==> src/rtl/dct_transpose_buf.sv <==
// Transpose buffer between the row-pass and column-pass stages of an 8x8 2-D DCT.
// Rows are captured into one bank of a ping-pong pair. The other, completed bank
// is replayed column by column, so the input can stream without stalling.
module dct_transpose_buf #(
  parameter int W = 10
) (
  input  logic                clk,
  input  logic                rst_n,
  input  logic                clr,
  input  logic                in_valid,
  input  logic signed [W-1:0] d0,
  input  logic signed [W-1:0] d1,
  input  logic signed [W-1:0] d2,
  input  logic signed [W-1:0] d3,
  input  logic signed [W-1:0] d4,
  input  logic signed [W-1:0] d5,
  input  logic signed [W-1:0] d6,
  input  logic signed [W-1:0] d7,
  output logic                out_en,
  output logic signed [W-1:0] q0,
  output logic signed [W-1:0] q1,
  output logic signed [W-1:0] q2,
  output logic signed [W-1:0] q3,
  output logic signed [W-1:0] q4,
  output logic signed [W-1:0] q5,
  output logic signed [W-1:0] q6,
  output logic signed [W-1:0] q7,
  output logic [2:0]          out_col,
  output logic                out_last
);

  typedef enum logic {
    IDLE = 1'b0,
    READ = 1'b1
  } state_t;

  state_t state;
  state_t state_nxt;

  // Ping-pong storage, indexed [bank][row][column]
  logic signed [W-1:0] mem [2][8][8];

  logic signed [W-1:0] row_in [8];
  logic signed [W-1:0] q_r [8];

  logic       wr_bank;
  logic       rd_bank;
  logic [2:0] wr_row;
  logic [2:0] rd_col;
  logic [1:0] bank_full;
  logic [1:0] bank_full_nxt;

  logic wr_fire;
  logic wr_done;
  logic next_ready;
  logic load_col;
  logic read_done;

  assign row_in[0] = d0;
  assign row_in[1] = d1;
  assign row_in[2] = d2;
  assign row_in[3] = d3;
  assign row_in[4] = d4;
  assign row_in[5] = d5;
  assign row_in[6] = d6;
  assign row_in[7] = d7;

  assign q0 = q_r[0];
  assign q1 = q_r[1];
  assign q2 = q_r[2];
  assign q3 = q_r[3];
  assign q4 = q_r[4];
  assign q5 = q_r[5];
  assign q6 = q_r[6];
  assign q7 = q_r[7];

  // A flush drops any row presented in the same cycle
  assign wr_fire = in_valid & ~clr;
  assign wr_done = wr_fire & (wr_row == 3'd7);

  // A further block is ready to read if the other bank is already full or is completing now
  assign next_ready = bank_full[~rd_bank] | (wr_done & (wr_bank == ~rd_bank));

  // Storage write: the current row goes into the write bank; contents need no reset
  always_ff @(posedge clk) begin
    if (wr_fire) begin
      for (int c = 0; c < 8; c++) begin
        mem[wr_bank][wr_row][c] <= row_in[c];
      end
    end
  end

  // Write-side row counter and bank pointer; a completed block flips the write bank
  always_ff @(posedge clk or negedge rst_n) begin
    if (!rst_n) begin
      wr_row  <= 3'd0;
      wr_bank <= 1'b0;
    end else if (clr) begin
      wr_row  <= 3'd0;
      wr_bank <= 1'b0;
    end else if (wr_fire) begin
      wr_row <= wr_row + 3'd1;
      if (wr_row == 3'd7) begin
        wr_bank <= ~wr_bank;
      end
    end
  end

  // Bank occupancy: set when a block completes, cleared once its last column is read
  always_comb begin
    bank_full_nxt = bank_full;
    if (read_done) begin
      bank_full_nxt[rd_bank] = 1'b0;
    end
    if (wr_done) begin
      bank_full_nxt[wr_bank] = 1'b1;
    end
  end

  // Read-side FSM state register
  always_ff @(posedge clk or negedge rst_n) begin
    if (!rst_n) begin
      state <= IDLE;
    end else if (clr) begin
      state <= IDLE;
    end else begin
      state <= state_nxt;
    end
  end

  // Next-state logic: start on a completed block, keep reading while blocks are queued
  always_comb begin
    state_nxt = state;
    case (state)
      IDLE: begin
        if (wr_done || bank_full[rd_bank]) begin
          state_nxt = READ;
        end
      end
      READ: begin
        if (rd_col == 3'd7 && !next_ready) begin
          state_nxt = IDLE;
        end
      end
      default: state_nxt = IDLE;
    endcase
  end

  // FSM outputs: load one column per READ cycle, with the block finished at column 7
  always_comb begin
    load_col  = 1'b0;
    read_done = 1'b0;
    if (state == READ) begin
      load_col  = 1'b1;
      read_done = (rd_col == 3'd7);
    end
  end

  // Read column counter, read bank pointer and bank occupancy flags
  always_ff @(posedge clk or negedge rst_n) begin
    if (!rst_n) begin
      rd_col    <= 3'd0;
      rd_bank   <= 1'b0;
      bank_full <= 2'b00;
    end else if (clr) begin
      rd_col    <= 3'd0;
      rd_bank   <= 1'b0;
      bank_full <= 2'b00;
    end else begin
      bank_full <= bank_full_nxt;
      if (load_col) begin
        rd_col <= rd_col + 3'd1;
      end
      if (read_done) begin
        rd_bank <= ~rd_bank;
      end
    end
  end

  // Registered column outputs; data holds while idle or flushed, only reset clears it
  always_ff @(posedge clk or negedge rst_n) begin
    if (!rst_n) begin
      out_en   <= 1'b0;
      out_col  <= 3'd0;
      out_last <= 1'b0;
      for (int r = 0; r < 8; r++) begin
        q_r[r] <= '0;
      end
    end else if (clr) begin
      out_en   <= 1'b0;
      out_col  <= 3'd0;
      out_last <= 1'b0;
    end else if (load_col) begin
      out_en   <= 1'b1;
      out_col  <= rd_col;
      out_last <= (rd_col == 3'd7);
      for (int r = 0; r < 8; r++) begin
        q_r[r] <= mem[rd_bank][r][rd_col];
      end
    end else begin
      out_en   <= 1'b0;
      out_col  <= 3'd0;
      out_last <= 1'b0;
    end
  end

endmodule

==> config.mk <==
export PLATFORM = sky130hd
export DESIGN_NAME = dct_transpose_buf
export DESIGN_NICKNAME = d
export VERILOG_FILES = /design/src/rtl/dct_transpose_buf.sv
export SDC_FILE = /design/constraint.sdc
export NUM_CORES = 1
export LEC_CHECK = 0
export CORE_ASPECT_RATIO = 1.2
export CORE_MARGIN = 3
export CORE_UTILIZATION = 40
export CTS_CLUSTER_SIZE = 28
export DETAILED_ROUTE_END_ITERATION = 7
export PLACE_DENSITY = 0.6
export SETUP_SLACK_MARGIN = 0.2
export SLEW_MARGIN = 20
export SYNTH_ARGS = -nofsm -noshare
export SYNTH_HDL_FRONTEND = slang
export SYNTH_SLANG_ARGS = --single-unit
==> constraint.sdc <==
create_clock -name clk -period 15.65 [get_ports clk]
set_clock_uncertainty 0.05 [all_clocks]
set_input_delay 3.13 -clock clk [delete_from_list [all_inputs] [get_ports clk]]
set_output_delay 3.13 -clock clk [all_outputs]
set_load 0.005 [all_outputs]
Word level (Yosys, flattened, before mapping)
Memories as Yosys holds them, arrays and structs flattened.
Cells that the tools add are included.
Widths: inputs -> output; s select.
- register bits: 96
- memory bits (writable): 1280
- output and inout bits: 85
- memories kept: 1
- memory list (name ; words ; bits a word ; rd ports ; clocked after memory_dff ; write ports ; RTL line ; RTL):
    mem ; 2 ; 640 ; 1 ; 0 ; 1 ; 41 ; logic signed [W-1:0] mem [2][8][8];
- mux-type cells: 4561
- equal/unequal tests: 3
- bitwise logic cells: 4493
- reduce and logical (&&, ||, !) cells: 12
- add/subtract/negate cells: 2
- $lt $le $gt $ge: 8
- operators with widths (operator ; number):
    $mux 640 ; 8
    $mux 1 ; 4501
    $or 1x1->1 ; 4481
    $demux 80 s3 ; 8
    $bmux 10 s3 ; 8
    $mux 10 ; 17
    $mux 80 ; 1
    $mux 70 ; 1
    $mux 60 ; 1
    $mux 50 ; 1
    $mux 40 ; 1
    $mux 30 ; 1
    $mux 20 ; 1
    $mux 3 ; 6
    $ge 4x4->1 const B ; 2
    $not 3->4 ; 2
    $reduce_bool 2->1 ; 4
    $add 3x1->3 const B ; 2
    $eq 3x3->1 const B ; 2
    $lt 1x2->1 const B ; 3
    $mux 2 ; 3
    $logic_and 1x1->1 ; 4
    $lt 4x1->1 const B ; 1
    $not 1->1 ; 4
    other kinds (11) ; 16

Longest topological paths before layout
Gate-level depths: netlist (run 1).
- word-level depth: 13
- mapped depth: 8
- mapped depth without buffers: 6

Worst setup path before layout (run 1)
OpenSTA, ideal clock, no wires.
- kind: in2reg
- from: input in_valid
- to: memory mem[0][560] (netlist name) (enable)
- data required time: 14.885 ns
- slack: 3.529 ns
- arrival time: 11.356 ns
- stages: 4
- cells stage by stage: buf_4 or3b_1 buf_4 nor4_1
- word-level cells in the longest chain between the ends: 10
- ends and longest elaborated chain (item ; RTL line ; RTL):
    from (decl) ; 10 ; input logic in_valid,
    $and 1x1->1 (*) ; 78 ; assign wr_fire = in_valid & ~clr;
    $mux 1 (*) ; 86 ; if (wr_fire) begin
    $mux 640 (implied by the code) ; 88 ; mem[wr_bank][wr_row][c] <= row_in[c];
    $or 1x1->1 (no line) (6 in series) ; -- ;
    $or 1x1->1 (no line) (*) ; -- ;
    to (decl) ; 41 ;
Mark *: on every way between the ends. The rest lies on a longest branch, timed or not.

Final worst setup path (run 1)
- from: input clr
- to: memory mem[1][454] (netlist name) (enable)
- word-level cells in the longest chain between the ends: 11
- ends and longest elaborated chain (item ; RTL line ; RTL):
    from (decl) ; 9 ; input logic clr,
    $not 1->1 (no line) (*) ; -- ;
    $and 1x1->1 (*) ; 78 ;
    $mux 1 (*) ; 86 ;
    $mux 640 (implied by the code) ; 88 ;
    $or 1x1->1 (no line) (6 in series) ; -- ;
    $or 1x1->1 (no line) (*) ; -- ;
Marked as above.

==> results_dict.tcl, run 1 <==
set metrics [dict create \
    status "complete, no violations" \
    drt_iter0_drc 3129 \
    cts_root_buffer "clkbuf_16" \
    num_io_pins 169 \
    worstPathMaxFanout 48 \
    setup_violations 0 \
    clk_latency_ns 0.75 \
    p_seq_share_pct 53.3 \
    antenna_found_initial 15 \
    ant_nets 0 \
    slew_violations 0 \
    p_comb_share_pct 5.3 \
    synth_cell_types 34 \
    ir_drop_mv 0.102 \
    crit_path_start_kind "input pin" \
    final_layout_size_suffix_gt1_share_pct 7.64 \
    grt_max_degree 127 \
    synthMuxAreaShare_pct 11.1 \
    register_area_um2 40800 \
    area_growth_pct 13.1 \
    dr.pass1.iters 5 \
    grt-ovfl-total 0 \
    track_usage_pct 21.9 \
    path_class "in -> reg" \
    cp_data_required_time_ns 15.98 \
    power_switching_mw 1.68 \
    nFillCells 12600 \
    finalCriticalPeriod_ns 6.21 \
    postCtsHoldBufs 0 \
    syn_avg_cell_area_um2 15.1 \
    worst_pin_slew_ns 1.19 \
    num_vias 33800 \
    dieArea_um2 150000 \
    maxCapViolCount 0 \
    htree_levels 4 \
    syn_nets 3929 \
    rows 152 \
    cts_tree "built" \
    hold_violations 0 \
    grt_pass1_wl_um 238000 \
    power.density_nw_per_um2 118 \
    wire_per_inst_um 28.3 \
    yosys.area_share.adder_pct 0.0861 \
    synthTopCellsByCount "1280 x edfxtp_1, 645 x mux2i_1, 560 x a21o_1" \
    synth_ff_type "edfxtp_1" \
    synth-seq-cells 1376 \
    end_kind "register" \
    ys_seq_area_share_pct 70.2 \
    relSlewSlack_pct 20.5 \
    dp_hpwl_um 94700 \
    fp.dieH_um 424 \
    synth_compound_area_share_pct 10.6 \
    clk_path_buf_depth 3 \
    fmax_mhz 161 \
    synth-edff-count 1280 \
    yosysMostFrequentCell "edfxtp_1" \
    synth_area_leaders "edfxtp_1 66%, mux2i_1 11%, a21o_1 7.2%, dfrtp_1 4.1%, a22oi_1 3.1%" \
    p_sw_share_pct 21.6 \
    cts.sinks 1376 \
    power.share.clock_pct 41.4 \
    io_buffers 168 \
    p_leak_nw 22.9 \
    nNetsFinal 3929 \
    initial_core_util_pct 40.4 \
    cts_resized 0 \
    worstPathArrival_ns 6.54 \
    drc 0 \
    fp.dieW_um 354 \
    synth_xor_area_share_pct 0.0603 \
    routed_wl_um 167000 \
    yosysWarnings 0 \
    cts_setup_buffers 0 \
    hold_class "reg -> reg" \
    gp_congestion 0.741 \
    clk_pin_slew_ns 0.06 \
    rsz0062_at_grt "false" \
    synth_top_cell_by_area "edfxtp_1" \
    synth-simple-area-share_pct 5.07 \
    post_drt_via_cell_ratio 5.73 \
    numCtsBuffers 138 \
    yosysTopAreaCellShare_pct 66.1 \
    coreArea_um2 144000 \
    multi_input_area_um2 15800 \
    synth_cells 3841 \
    synthesis.area_um2 58100 \
    setup-tns-final_ns 0 \
    preCtsSetupSlack_ns 8.69 \
    intPower_mw 6.10 \
    grt_pass1_vias 34000 \
    fin_ws_ns 9.44 \
    synth_top_family_by_area "multiplexers" \
    synthArstFlopShare_pct 6.98 \
    fin_crit_sh_pct 39.7 \
]
==> worst max-delay path: stages <==
cell	delay (ns)
clkdlybuf4s50_1	0.69
or3b_1	0.75
nor2_4	0.16
buf_4	0.48
and2_4	0.55
buf_4	0.68
==> state kept, by name, indices dropped and copies added, names as in the netlist <==
| register | cells |
|---|---|
| out_last | 1 |
| q1 | 10 |
| bank_full | 2 |
| wr_row | 3 |
| q2 | 10 |
| mem | 1280 |
| rd_bank | 1 |
| q0 | 10 |
| state | 1 |
| out_col | 3 |
| q7 | 10 |
| rd_col | 3 |
| q5 | 10 |
| q3 | 10 |
| out_en | 1 |
| q4 | 10 |
| q6 | 10 |
| wr_bank | 1 |
==> layer usage <==
metal	track usage (%)	vias up	part of all wire [%]
li1	-	14700	-
met1	28.3	17800	41
met2	38.0	1038	50
met3	3.58	219	5.8
met4	6.25	6	2.8
met5	0	-	0.027
==> layout make-up <==
| type | count | share of cell area (%) |
|---|---|---|
| multi-input combinational | 2075 | 24.0 |
| inverter | 2 | 0.0133 |
| clock inverter | 49 | 0.653 |
| timing repair buffer | 248 | 3.52 |
| tap | 1925 | 3.66 |
| clock buffer | 205 | 6.02 |
| antenna | 6 | 0.0228 |
| sequential | 1376 | 62.1 |
==> path summary, 6_finish.rpt <==
kind	from	endpoint	slack, ns	cells after the start
worst max-delay path	clr	mem[1][454]	9.44	6
worst min register to register	q1[3]	q1[3]	0.43	2
worst max register to register	rd_bank	q1[5]	11.80	6
min in group asynchronous	rst_n	q4[5]	2.42	1
max in group asynchronous	rst_n	q0[9]	11.68	2
worst min-delay path	q1[3]	q1[3]	0.43	2
==> power by group through the flow <==
stage               clock network [mW]  logic [mW]  registers, mW
finish                            3.22       0.413           4.15
global route                      3.41       0.443           4.16
CTS                               3.27       0.418           4.16
detailed placement                   0       0.415           4.23
global placement                     0       0.406           4.23
floorplan                            0       0.186           4.20
==> per-stage QoR <==
| stage | area, um2 | power (mW) | hold slack (ns) | instances | util [%] |
|---|---|---|---|---|---|
| after floorplan | 58100 | 4.39 | 0.423 | 3841 | - |
| after global placement | 61300 | 4.64 | 0.417 | 5625 | 42.6 |
| after detailed placement | 61300 | 4.65 | 0.429 | 5625 | 42.6 |
| after CTS | 65700 | 7.84 | 0.442 | 5879 | 45.7 |
| after global routing | 65700 | 8.01 | 0.468 | 5880 | 45.7 |
| final | 65700 | 7.79 | 0.434 | 5886 | 45.7 |
==> cells by family (layout without fill, tap and decap cells) <==
family | count (synthesis) | in the layout
other | 0 | 6
buffers and inverters | 390 | 504
AND/OR/NAND/NOR | 595 | 595
flip-flops | 1376 | 1376
adder cells (fa/ha/maj) | 4 | 4
AO/OA/AOI/OAI | 827 | 827
XOR/XNOR | 4 | 4
multiplexers | 645 | 645
==> cells in the final DEF (no fill, tap or decap), types with 4 or more instances in the layout <==
master	instances
and2_4	9
nor2_4	8
nand4_1	57
dfrtp_1	95
nand3_1	185
clkbuf_1	50
clkinv_2	17
nor2b_1	81
nor2_1	9
a22oi_1	240
ha_1	4
a21oi_1	24
bufinv_16	6
clkinv_1	16
a21o_1	560
diode_2	6
mux2i_1	645
clkdlybuf4s50_1	166
edfxtp_1	1280
clkbuf_16	145
nand2_1	222
inv_6	5
nor3_2	6
buf_4	77
clkbuf_8	10
(Power assumes the default switching activity.)
==> inputs of run 2 (changes only) <==
Settings changed: PLACE_DENSITY 0.6 to 0.62.
Clock period 15.65 ns to 5.5 ns, I/O delays scaled along.
==> results_dict.tcl, run 2 (synthesized netlist as in run 1, its figures left out) <==
set metrics [dict create \
    status "complete, no violations" \
    num_io_pins 169 \
    numCtsBuffers 145 \
    p_leak_nw 23.2 \
    power.density_nw_per_um2 338 \
    antenna_found_initial 17 \
    final_cell_mix "1280 x edfxtp_1, 645 x mux2i_1, 560 x a21o_1" \
    clk_path_buf_depth 3 \
    slowest_delay_ns 0.72 \
    hold_violations 0 \
    track_usage_pct 21.8 \
    grt_pass1_vias 33500 \
    coreArea_um2 144000 \
    slew_violations 0 \
    cts_tree "built" \
    grt_pass1_wl_um 235000 \
    path_buf_inv 2 \
    gp_congestion 0.745 \
    rsz0062_at_grt "false" \
    fin_crit_sh_pct 62.3 \
    postCtsHoldBufs 0 \
    clk_latency_ns 0.77 \
    htree_levels 4 \
    highest_layer "met5" \
    path_class "in -> reg" \
    hold_class "in -> async" \
    relSlewSlack_pct 20.0 \
    cp_data_required_time_ns 5.89 \
    nNetsFinal 3937 \
    cts_resized 0 \
    fp.dieW_um 354 \
    wl_met2_um 80800 \
    clk_pin_slew_ns 0.06 \
    fmax_mhz 292 \
    ir_drop_mv 0.340 \
    dpl.cell_count 5627 \
    dr.pass1.iters 5 \
    critical_path.cell_chain "clkdlybuf4s50_1 > or3b_1 > nor3_4 > and2_4 > buf_12" \
    cts_setup_buffers 0 \
    crit_path_start_kind "input pin" \
    crit_family "simple AND/OR/NAND/NOR gates" \
    io_buffers 168 \
    cts.sinks 1376 \
    num_vias 34000 \
    dp_hpwl_um 92300 \
    setup_violations 0 \
    largest_register_ffs 1280 \
    grt_max_degree 129 \
    ant_nets 0 \
    largest-register "mem" \
    finalNonFillerCells 5898 \
    wire_per_inst_um 28.3 \
    drc 0 \
    worstPathArrival_ns 3.81 \
    final_common_cell "edfxtp_1" \
    setup-tns-final_ns 0 \
    grt-ovfl-total 0 \
    final_layout_size_suffix_gt1_share_pct 7.96 \
    maxCapViolCount 0 \
    drt-met1-wl_um 66700 \
    rows 152 \
    initial_core_util_pct 40.4 \
    end_kind "register" \
    dieArea_um2 150000 \
    cts_root_buffer "clkbuf_16" \
    post_drt_via_cell_ratio 5.76 \
    wl_met3_um 12300 \
    fp.dieH_um 424 \
    area_growth_pct 14.3 \
    cp_slowest_cell "or3b_1" \
    worstPathMaxFanout 41 \
    finalCriticalPeriod_ns 3.43 \
    nFillCells 12500 \
    drt_iter0_drc 3393 \
    worst_pin_slew_ns 1.20 \
    routed_wl_um 167000 \
]
-- run 2: cell type report --
class	instances	area (um2)	area share, %
sequential	1376	40800	61.5
multi-input combinational	2075	15800	23.8
clock buffer	207	4050	6.09
timing repair buffer	249	2780	4.19
tap	1925	2410	3.63
clock inverter	60	538	0.810
antenna	4	10.0	0.0151
inverter	2	8.76	0.0132
-- run 2: metal layers --
metal	vias to the layer above	track usage, %
met5	-	0
met4	6	9.32
li1	14800	-
met2	1301	35.9
met3	262	4.39
met1	17600	28.0
-- run 2: where the power goes --
part,internal (mW),switching [mW]
clock,5.47,3.98
combinational,0.454,0.735
sequential,11.6,0.171
-- run 2: final timing paths --
kind,slack [ns],endpoint,cells after the start,start
max in group asynchronous,4.16,q7[8],2,rst_n
min in group clk,0.43,q6[0],2,q6[0]
max reg2reg,2.70,mem[1][594],4,wr_row[0]
min,0.31,q4[6],1,rst_n
max,2.07,mem[1][594],5,in_valid
min reg2reg,0.43,q6[0],2,q6[0]
-- run 2: through the flow --
step	total power [mW]	worst slack [ns]	area [um2]	util [%]	hold slack, ns
CTS	22.6	2.14	66400	46.2	0.309
detailed placement	13.2	1.32	61800	43.0	0.418
floorplan	12.5	-2.22	58200	-	0.423
global placement	13.2	1.32	61900	43.0	0.415
global route	23.1	2.01	66400	46.2	0.330
finish	22.5	2.07	66400	46.2	0.306
